<file path="src/rtl/uart_receiver_if.sv">
`default_nettype none
// +--------------------------------------------------------------------------+
// | uart_receiver_if : line-side inputs and host-side results of uart_receiver |
// | Revision 1.0                                                              |
// +--------------------------------------------------------------------------+
interface uart_receiver_if #(
    parameter int DATA_BITS = 8
);
    logic                 sample_enable;
    logic                 rx_en;
    logic                 rxd;
    logic [DATA_BITS-1:0] rx_data;
    logic                 rx_valid;
    logic                 rx_ferror;
    logic                 rx_perror;
    logic                 rx_busy;

    modport master (
        output sample_enable, rx_en, rxd,
        input  rx_data, rx_valid, rx_ferror, rx_perror, rx_busy
    );

    modport slave (
        input  sample_enable, rx_en, rxd,
        output rx_data, rx_valid, rx_ferror, rx_perror, rx_busy
    );
endinterface
`default_nettype wire

</file>
<file path="src/rtl/uart_receiver.sv">
`default_nettype none
// +--------------------------------------------------------------------------+
// | uart_receiver : oversampled UART receive stage, LSB-first, valid pulse    |
// | Optional even parity: define UART_RX_PARITY_EN.       Revision 1.0        |
// +--------------------------------------------------------------------------+
module uart_receiver #(
    parameter int OVERSAMPLE = 16,
    parameter int DATA_BITS  = 8
) (
    input  wire logic      clk,
    input  wire logic      reset,
    uart_receiver_if.slave bus
);
    localparam int CW = (OVERSAMPLE > 1) ? $clog2(OVERSAMPLE) : 1;
    localparam int BW = (DATA_BITS > 1) ? $clog2(DATA_BITS) : 1;
    localparam logic [CW-1:0] CNT_LAST = CW'(OVERSAMPLE - 1);
    localparam logic [CW-1:0] CNT_MID  = CW'(OVERSAMPLE / 2 - 1);
    localparam logic [BW-1:0] BIT_LAST = BW'(DATA_BITS - 1);

    localparam logic [2:0] IDLE   = 3'd0;
    localparam logic [2:0] START  = 3'd1;
    localparam logic [2:0] DATA   = 3'd2;
    localparam logic [2:0] STOP   = 3'd4;
`ifdef UART_RX_PARITY_EN
    localparam logic [2:0] PARITY = 3'd3;
    localparam logic [2:0] AFTER_DATA = PARITY;
`else
    localparam logic [2:0] AFTER_DATA = STOP;
`endif

    logic                 sync1, sync2;
    logic                 rxd_s;
    logic [2:0]           state, next_state;
    logic [CW-1:0]        cnt;
    logic [BW-1:0]        bcnt;
    logic [DATA_BITS-1:0] shift;
    logic                 armed;
    logic                 start_det, mid_start, bit_tick, last_bit, stop_tick;
`ifdef UART_RX_PARITY_EN
    logic                 par_bit;
`endif

    always_ff @(posedge clk or posedge reset) begin
        if (reset) begin
            sync1 <= 1'b1;
            sync2 <= 1'b1;
        end else begin
            sync1 <= bus.rxd;
            sync2 <= sync1;
        end
    end
    assign rxd_s = sync2;

    always_ff @(posedge clk or posedge reset) begin
        if (reset) state <= IDLE;
        else       state <= next_state;
    end

    // Every strobe-qualified event is also gated by rx_en so a disable cycle never acts.
    always_comb begin
        start_det   = bus.rx_en && bus.sample_enable && armed && !rxd_s && (state == IDLE);
        mid_start   = bus.rx_en && bus.sample_enable && (state == START) && (cnt == CNT_MID);
        bit_tick    = bus.rx_en && bus.sample_enable && (cnt == CNT_LAST);
        last_bit    = (bcnt == BIT_LAST);
        stop_tick   = bit_tick && (state == STOP);
        bus.rx_busy = (state != IDLE);
    end

    always_comb begin
        next_state = state;
        if (!bus.rx_en) begin
            next_state = IDLE;
        end else begin
            case (state)
                IDLE:    if (start_det) next_state = START;
                START:   if (mid_start) next_state = rxd_s ? IDLE : DATA;
                DATA:    if (bit_tick && last_bit) next_state = AFTER_DATA;
`ifdef UART_RX_PARITY_EN
                PARITY:  if (bit_tick) next_state = STOP;
`endif
                STOP:    if (bit_tick) next_state = IDLE;
                default: next_state = IDLE;
            endcase
        end
    end

    always_ff @(posedge clk or posedge reset) begin
        if (reset) begin
            cnt           <= '0;
            bcnt          <= '0;
            shift         <= '0;
            armed         <= 1'b1;
            bus.rx_data   <= '0;
            bus.rx_valid  <= 1'b0;
            bus.rx_ferror <= 1'b0;
            bus.rx_perror <= 1'b0;
`ifdef UART_RX_PARITY_EN
            par_bit       <= 1'b0;
`endif
        end else begin
            bus.rx_valid <= 1'b0;
            if (bus.sample_enable && rxd_s) armed <= 1'b1;

            if ((state == IDLE) || !bus.rx_en) begin
                cnt   <= '0;
                bcnt  <= '0;
                shift <= '0;
            end else if (bus.sample_enable) begin
                if (mid_start || (cnt == CNT_LAST)) cnt <= '0;
                else                                cnt <= cnt + 1'b1;

                if ((state == DATA) && bit_tick) begin
                    shift[bcnt] <= rxd_s;
                    bcnt        <= last_bit ? '0 : bcnt + 1'b1;
                end
`ifdef UART_RX_PARITY_EN
                if ((state == PARITY) && bit_tick) par_bit <= rxd_s;
`endif
                if (stop_tick) begin
                    bus.rx_data   <= shift;
                    bus.rx_ferror <= !rxd_s;
`ifdef UART_RX_PARITY_EN
                    bus.rx_perror <= (^shift) ^ par_bit;
`else
                    bus.rx_perror <= 1'b0;
`endif
                    bus.rx_valid  <= 1'b1;
                    // A low stop bit means the line may be stuck low; wait for idle before re-arming.
                    if (!rxd_s) armed <= 1'b0;
                end
            end
        end
    end
endmodule
`default_nettype wire

</file>
<file path="src/flat_wrapper.sv">
// flat-port wrapper written by rule: the top's interface ports become plain ports
module uart_receiver_flat 
#(
    parameter int OVERSAMPLE = 16,
    parameter int DATA_BITS  = 8
)
  (clk, reset, bus_sample_enable, bus_rx_en, bus_rxd, bus_rx_data, bus_rx_valid, bus_rx_ferror, bus_rx_perror, bus_rx_busy);
  uart_receiver_if #(.DATA_BITS(DATA_BITS)) bus_i ();
  input  wire logic clk;
  input  wire logic reset;
  input wire logic [$bits(bus_i.sample_enable)-1:0] bus_sample_enable;
  input wire logic [$bits(bus_i.rx_en)-1:0] bus_rx_en;
  input wire logic [$bits(bus_i.rxd)-1:0] bus_rxd;
  output wire logic [$bits(bus_i.rx_data)-1:0] bus_rx_data;
  output wire logic [$bits(bus_i.rx_valid)-1:0] bus_rx_valid;
  output wire logic [$bits(bus_i.rx_ferror)-1:0] bus_rx_ferror;
  output wire logic [$bits(bus_i.rx_perror)-1:0] bus_rx_perror;
  output wire logic [$bits(bus_i.rx_busy)-1:0] bus_rx_busy;
  assign bus_i.sample_enable = bus_sample_enable;
  assign bus_i.rx_en = bus_rx_en;
  assign bus_i.rxd = bus_rxd;
  assign bus_rx_data = bus_i.rx_data;
  assign bus_rx_valid = bus_i.rx_valid;
  assign bus_rx_ferror = bus_i.rx_ferror;
  assign bus_rx_perror = bus_i.rx_perror;
  assign bus_rx_busy = bus_i.rx_busy;
  uart_receiver #(.OVERSAMPLE(OVERSAMPLE), .DATA_BITS(DATA_BITS)) u_core (.clk(clk), .reset(reset), .bus(bus_i));
endmodule
</file>
<file path="config.mk">
export PLATFORM = sky130hd
export DESIGN_NAME = uart_receiver_flat
export DESIGN_NICKNAME = d
export VERILOG_FILES = /design/src/rtl/uart_receiver_if.sv /design/src/rtl/uart_receiver.sv /design/src/flat_wrapper.sv
export SDC_FILE = /design/constraint.sdc
export NUM_CORES = 1
export LEC_CHECK = 0
export ABC_AREA = 1
export CORE_ASPECT_RATIO = 0.75
export CORE_MARGIN = 2
export CORE_UTILIZATION = 30
export CTS_CLUSTER_SIZE = 10
export DETAILED_ROUTE_END_ITERATION = 10
export SKIP_CTS_REPAIR_TIMING = 1
export SLEW_MARGIN = 15
export SYNTH_ARGS = -nofsm -noshare
export SYNTH_HDL_FRONTEND = slang
export SYNTH_SLANG_ARGS = --single-unit
</file>
<file path="constraint.sdc">
create_clock -name clk -period 1.57 [get_ports clk]
set_clock_uncertainty 0.2 [all_clocks]
set_input_delay 0.314 -clock clk [delete_from_list [all_inputs] [get_ports clk]]
set_output_delay 0.314 -clock clk [all_outputs]
set_load 0.01 [all_outputs]
</file>
==> results of run 1 <==
==> cell usage after synthesis (2+ instances only) <==
master | instances | share of area
dfstp_2 | 3 | 0.050
inv_1 | 19 | 0.045
nand3_1 | 15 | 0.048
o21ai_1 | 8 | 0.025
o21ai_0 | 15 | 0.048
nor2_1 | 20 | 0.048
buf_2 | 2 | 0.0063
buf_4 | 2 | 0.0095
dfrtp_1 | 28 | 0.44
nor3_1 | 2 | 0.0063
nand4_1 | 5 | 0.020
nand2_2 | 2 | 0.0079
xor2_1 | 2 | 0.011
nand2_4 | 4 | 0.029
nand2_1 | 53 | 0.13
ha_1 | 3 | 0.024
==> area by class of cell <==
class,count,area (um^2),share of cell area
timing repair buffer,42,431.7,0.1871
tap,72,90.09,0.03905
clock inverter,2,35.03,0.01518
inverter,20,77.57,0.03362
sequential,31,779.5,0.3379
multi-input combinational,138,810.8,0.3514
clock buffer,6,82.58,0.03579
==> metrics by stage <==
| step | setup TNS, ns | std cells | setup slack, ns | power, W | hold slack (ns) |
|---|---|---|---|---|---|
| detailed placement | -8.083 | 296 | -0.3606 | 0.001111 | 0.1490 |
| finish | 0 | 311 | 0.01508 | 0.001957 | 0.03331 |
| floorplan | 0 | 193 | 0.009129 | 0.0009951 | 0.1185 |
| global placement | -7.619 | 296 | -0.3364 | 0.001109 | 0.1463 |
| global route | -1.016 | 311 | -0.09872 | 0.002043 | 0.03659 |
| CTS | -2.313 | 304 | -0.3069 | 0.001950 | 0.02901 |
==> worst paths after layout <==
path                                            from                           to  slack, ns  depth (start not counted)
max                        u_core.cnt[0]$_DFFE_PP0P_  u_core.state[2]$_DFFE_PP0P_       0.02                          8
min                                            reset    u_core.cnt[1]$_DFFE_PP0P_       0.03                          2
max reg2reg                u_core.cnt[0]$_DFFE_PP0P_  u_core.state[2]$_DFFE_PP0P_       0.02                          8
min reg2reg                   u_core.sync1$_DFF_PP1_       u_core.rxd_s$_DFF_PP1_       0.16                          0
max in group asynchronous                      reset       u_core.rxd_s$_DFF_PP1_       0.65                          3
min in group clk              u_core.sync1$_DFF_PP1_       u_core.rxd_s$_DFF_PP1_       0.16                          0
==> layer usage <==
metal,vias to the layer above,GRT usage,routed length [um]
met3,7,0.04089,203
met2,42,0.1866,1436
met4,0,0.04615,54
met1,632,0.1837,1925
met5,-,0,0
li1,711,-,-
==> logic make-up (layout without fill, tap and decap cells) <==
kind of cell,Yosys count,count (layout)
fa+ha+maj,3,3
buf+inv,25,70
other cells,1,1
xor+xnor,2,2
compound gates,25,25
flops,31,31
simple gates,106,107
==> sequential cells by signal (all words and copies together) (netlist names) <==
name,count
u_core.bcnt,3
u_core.bus.rx_valid,1
u_core.cnt,4
u_core.armed,1
u_core.shift,8
u_core.rxd_s,1
u_core.state,3
u_core.bus.rx_data,8
u_core.bus.rx_ferror,1
u_core.sync1,1
==> where the power goes <==
part	total [W]	internal (W)	switching, W
sequential	0.000836	0.000823	0.0000129
combinational	0.000296	0.000132	0.000164
clock	0.000825	0.000513	0.000312
==> worst reg2reg max path, cell delays in order (launching register included) <==
cell     delay (ns)
dfrtp_1        0.35
ha_2           0.22
nand3_4        0.12
nor2_8         0.17
buf_4          0.13
nor2_1         0.03
nor2_1         0.12
nand3_1        0.09
nand2_1        0.06
==> summary.md, run 1 <==
| Metric | Value |
|---|---|
| DIE HEIGHT | 66.81 um |
| Tcrit/Tclk final | 0.9904 |
| Worst EP arrival | 1.57 ns |
| Antenna cells | 0 |
| CTS Buf Count | 5 |
| IO Count | 17 |
| Pwr/cell area | 848.3 nW/um^2 |
| Placed Area | 1964 um^2 |
| CP peak stage delay | 0.35 ns |
| Clock Tree Root | clkbuf_8 |
| Routed WL | 3621 um |
| Synth Area in Adders | 0.02379 |
| GR Overflow Total | 0 |
| Layout cells sized above 1 | 0.3222 |
| Asr flop ratio synth | 1.000 |
| Synth Cell Area | 1578 um^2 |
| DRC Markers | 0 |
| Largest net degree at the start of global routing | 29 |
| Syn avg cell area | 8.175 um^2 |
| Worst hold path class | in2async |
| Final Hold Viols | 0 |
| CP startpoint kind | register |
| Max Cap Viol | 0 |
| First-pass GRT wire length | 5851 um |
| Static Leak | 1.331 nW |
| DR vias | 1392 |
| Post-Synth XOR/XNOR Area | 0.01110 |
| Die width | 87.74 um |
| RSZ-0062 raised after global routing | true |
| Largest family of logic cells by synthesized area | simple AND/OR/NAND/NOR gates |
| Cell count after synthesis | 193 |
| Pre-Repair DR Iteration Count | 4 |
| # clock sinks | 31 |
| Final setup viols | 0 |
| Slew Limit Fails | 0 |
| Final-layout fill cell count | 469 |
| Max rail drop VDD | 0.4219 mV |
| FP Rows | 22 |
| Final nets | 246 |
| Minimum clock period after layout | 1.555 ns |
| CTS Buffer Depth | 2 |
| Slowest stage cell, crit path | dfrtp_1 |
| Mux cell area share after synthesis | 0 |
| Required @ worst endpoint | 1.59 ns |
| DR WL/cell | 11.64 um |
| Compound-gate portion of the synthesized area | 0.08089 |
| Outcome | finished clean |
| Initial antenna violation count | 0 |
| Final Core Density | 0.4631 |
| Post-synth EDFFs | 0 |
| Reg clk slew, reported paths | 0.07 ns |
| TritonCTS clock tree | done |
| # port buffers | 15 |
| Most frequent cells in the layout | nand2_1 (37), dfrtp_1 (28), buf_4 (23) |
| Max Fclk | 643.1 MHz |
| Starting Density | 0.3167 |
| Synthesis-stage register bit count | 31 |
| Iteration-0 DRC count of the detailed router | 88 |
| Yosys warns | 0 |
| Crit end category | register |
| Max H-tree Level | 2 |
| Area grow syn2layout | 46.23% |
| Synth Net Count | 201 |
| Cell seen most often among critical-path stages | nor2_1 |
| Register area share after synthesis | 0.4941 |
| Max Fanout on Critical Path | 4 |
| Vias in the first global route | 1319 |
| Most common cell after layout, fill and taps aside | nand2_1 |
| Most used DFF post-synth | dfrtp_1 |
| DRT antenna net count | 0 |
| Critical path's top delay family | simple AND/OR/NAND/NOR gates |
| Die footprint | 5861 um^2 |
| Kind of critical path | reg2reg |
| Cell variety after synth | 26 |
| Total core area | 4982 um^2 |
| Buf/Inv on CP | 1 |
| Synth Area in Simple Gates | 0.3156 |
| Final Cell Area | 2307 um^2 |
| Total track usage | 0.1303 |
| Via-per-instance ratio | 4.476 |
| Worst skew pair latency | 0.29 ns |
| Detailed-placement wirelength estimate | 2440 um |
| Critical-path cell list | ha_2 > nand3_4 > nor2_8 > buf_4 > nor2_1 > nor2_1 > nand3_1 > nand2_1 |
| GPL Wtd Cong | 0.7607 |
No activity file was read; power rests on OpenSTA's default activity.
==> run 2, diff against run 1 <==
Settings changed: ABC_CLOCK_PERIOD_IN_PS set to 1570.
==> results of run 2 <==
Final layout, timing and power as in run 1 (identical DEF).
==> run 3, diff against run 2 <==
Settings changed: GPL_TIMING_DRIVEN set to 0.
==> summary.md, run 3 (synthesized netlist as in run 1, its figures left out) <==
| Metric | Value |
|---|---|
| Outcome | complete, but fails checks |
| Failing checks | negative setup slack |
| Max Cap Viol | 0 |
| CTS Buffer Depth | 2 |
| Iteration-0 DRC count of the detailed router | 98 |
| Initial antenna violation count | 0 |
| Crit path from | u_core.cnt[0]$_DFFE_PP0P_ |
| DR vias | 1333 |
| CP peak stage delay | 0.42 ns |
| TritonCTS clock tree | done |
| Final Hold Viols | 0 |
| RSZ-0062 raised after global routing | true |
| Kind of critical path | reg2reg |
| Layout cells sized above 1 | 0.2237 |
| Global Route met3 Usage | 0.03717 |
| Placed Instances | 279 |
| Most used routing layer | met1 |
| Setup ws final | -0.09756 ns |
| Antenna cells | 0 |
| Final Cell Area | 2132 um^2 |
| Worst skew pair latency | 0.28 ns |
| Final setup TNS | -0.4420 ns |
| GPL Wtd Cong | 0.8381 |
| RR Startpoint | u_core.cnt[0]$_DFFE_PP0P_ |
| GR Overflow Total | 0 |
| Final setup viols | 12 |
| First-pass GRT wire length | 5733 um |
| Layout Cells excl Fill | 300 |
| DRT antenna net count | 0 |
| CTS Buf Count | 5 |
| Tcrit/Tclk final | 1.062 |
| Largest net degree at the start of global routing | 32 |
| Reg clk slew, reported paths | 0.06 ns |
| Vias in the first global route | 1196 |
| Via-per-instance ratio | 4.443 |
| Worst slew pin tran | 0.6612 ns |
| DR WL/cell | 11.34 um |
| Pre-Repair DR Iteration Count | 6 |
| Largest registers | u_core.bus.rx_data (8), u_core.shift (8), u_core.cnt (4) |
| # port buffers | 14 |
| DIE HEIGHT | 66.81 um |
| Crit end category | register |
| CP startpoint kind | register |
| Area grow syn2layout | 35.13% |
| Max Fclk | 599.7 MHz |
| FP Rows | 22 |
| Slowest stage cell, crit path | dfrtp_1 |
| Global routing usage on met1 | 0.2017 |
| Max H-tree Level | 2 |
| Total track usage | 0.1285 |
| DRC Markers | 0 |
| Min-Delay Startpoint | u_core.sync1$_DFF_PP1_ |
| FF-to-FF setup slack | -0.1 ns |
| Critical-path cell list | ha_4 > nand3_4 > nor2_8 > nand2_4 > nand2_4 > buf_6 > buf_4 > o21ai_1 |
| Worst EP arrival | 1.63 ns |
| # clock sinks | 31 |
| Die footprint | 5861 um^2 |
| Routed WL | 3401 um |
| Clock Tree Root | clkbuf_8 |
| Static Leak | 1.240 nW |
| Tot Pwr | 0.001887 W |
| Minimum clock period after layout | 1.668 ns |
| Rel. slew slack | 0.5585 |
| Placed Area | 1808 um^2 |
| Detailed-placement wirelength estimate | 2269 um |
| Cell seen most often among critical-path stages | nand2_4 |
| Pwr/cell area | 885.0 nW/um^2 |
| Final nets | 235 |
| Max Fanout on Critical Path | 6 |
| IO Count | 17 |
| Die width | 87.74 um |
| Required @ worst endpoint | 1.53 ns |
| WHS | 0.1556 ns |
| Most frequent cells in the layout | nand2_1 (53), dfrtp_1 (26), nor2_1 (17) |
| Total core area | 4982 um^2 |
| Most common cell after layout, fill and taps aside | nand2_1 |
| Worst hold path class | reg2reg |
| GR Layer Usage met2 | 0.1667 |
| Starting Density | 0.3167 |
| Slew Limit Fails | 0 |
| Max rail drop VDD | 0.5118 mV |
-- run 3: path summary, 6_finish.rpt --
check	cells past startpoint	end
worst max-delay path	8	u_core.bcnt[2]$_DFFE_PP0P_
worst min-delay path	0	u_core.rxd_s$_DFF_PP1_
worst max register to register	8	u_core.bcnt[2]$_DFFE_PP0P_
worst min register to register	0	u_core.rxd_s$_DFF_PP1_
max in group asynchronous	2	u_core.bcnt[0]$_DFFE_PP0P_
min in group asynchronous	2	u_core.bus.rx_data[7]$_DFFE_PP0P_
-- run 3: cell type report --
class                           instances  area, um^2
Fill cell                             497        2850
Sequential cell                        31       782.0
Multi-Input combinational cell        137       740.7
Timing Repair Buffer                   27       277.8
Tap cell                               72       90.09
Clock buffer                            6       82.58
Inverter                               20       77.57
Buffer                                  5       46.29
Clock inverter                          2       35.03
-- run 3: routing by layer --
layer | vias up | wire (um)
li1 | 682 | -
met1 | 622 | 1829
met2 | 24 | 1417
met3 | 5 | 126
met4 | 0 | 27
met5 | - | 0
-- run 3: per-stage QoR --
stage / setup slack (ns) / util
final: -0.09756 / 0.4279
after global placement: -0.4631 / 0.3629
after global routing: -0.1601 / 0.4279
after CTS: -0.4280 / 0.3865
after detailed placement: -0.5096 / 0.3629
after floorplan: 0.009129 / -
-- run 3: report_power, final --
part | total (W) | internal, W | switching, W
combinational | 0.000219 | 0.0000881 | 0.000131
sequential | 0.000854 | 0.000825 | 0.0000294
clock | 0.000814 | 0.000513 | 0.000301
-- run 3: worst max-delay path: cells and delay by family (launching register included) --
kind                       cells  cell delay [ns]
AOI/OAI and AO/OA              1             0.05
adders and majority gates      1             0.18
buffers and inverters          2             0.22
DFF                            1             0.42
and+or+nand+nor                4             0.48
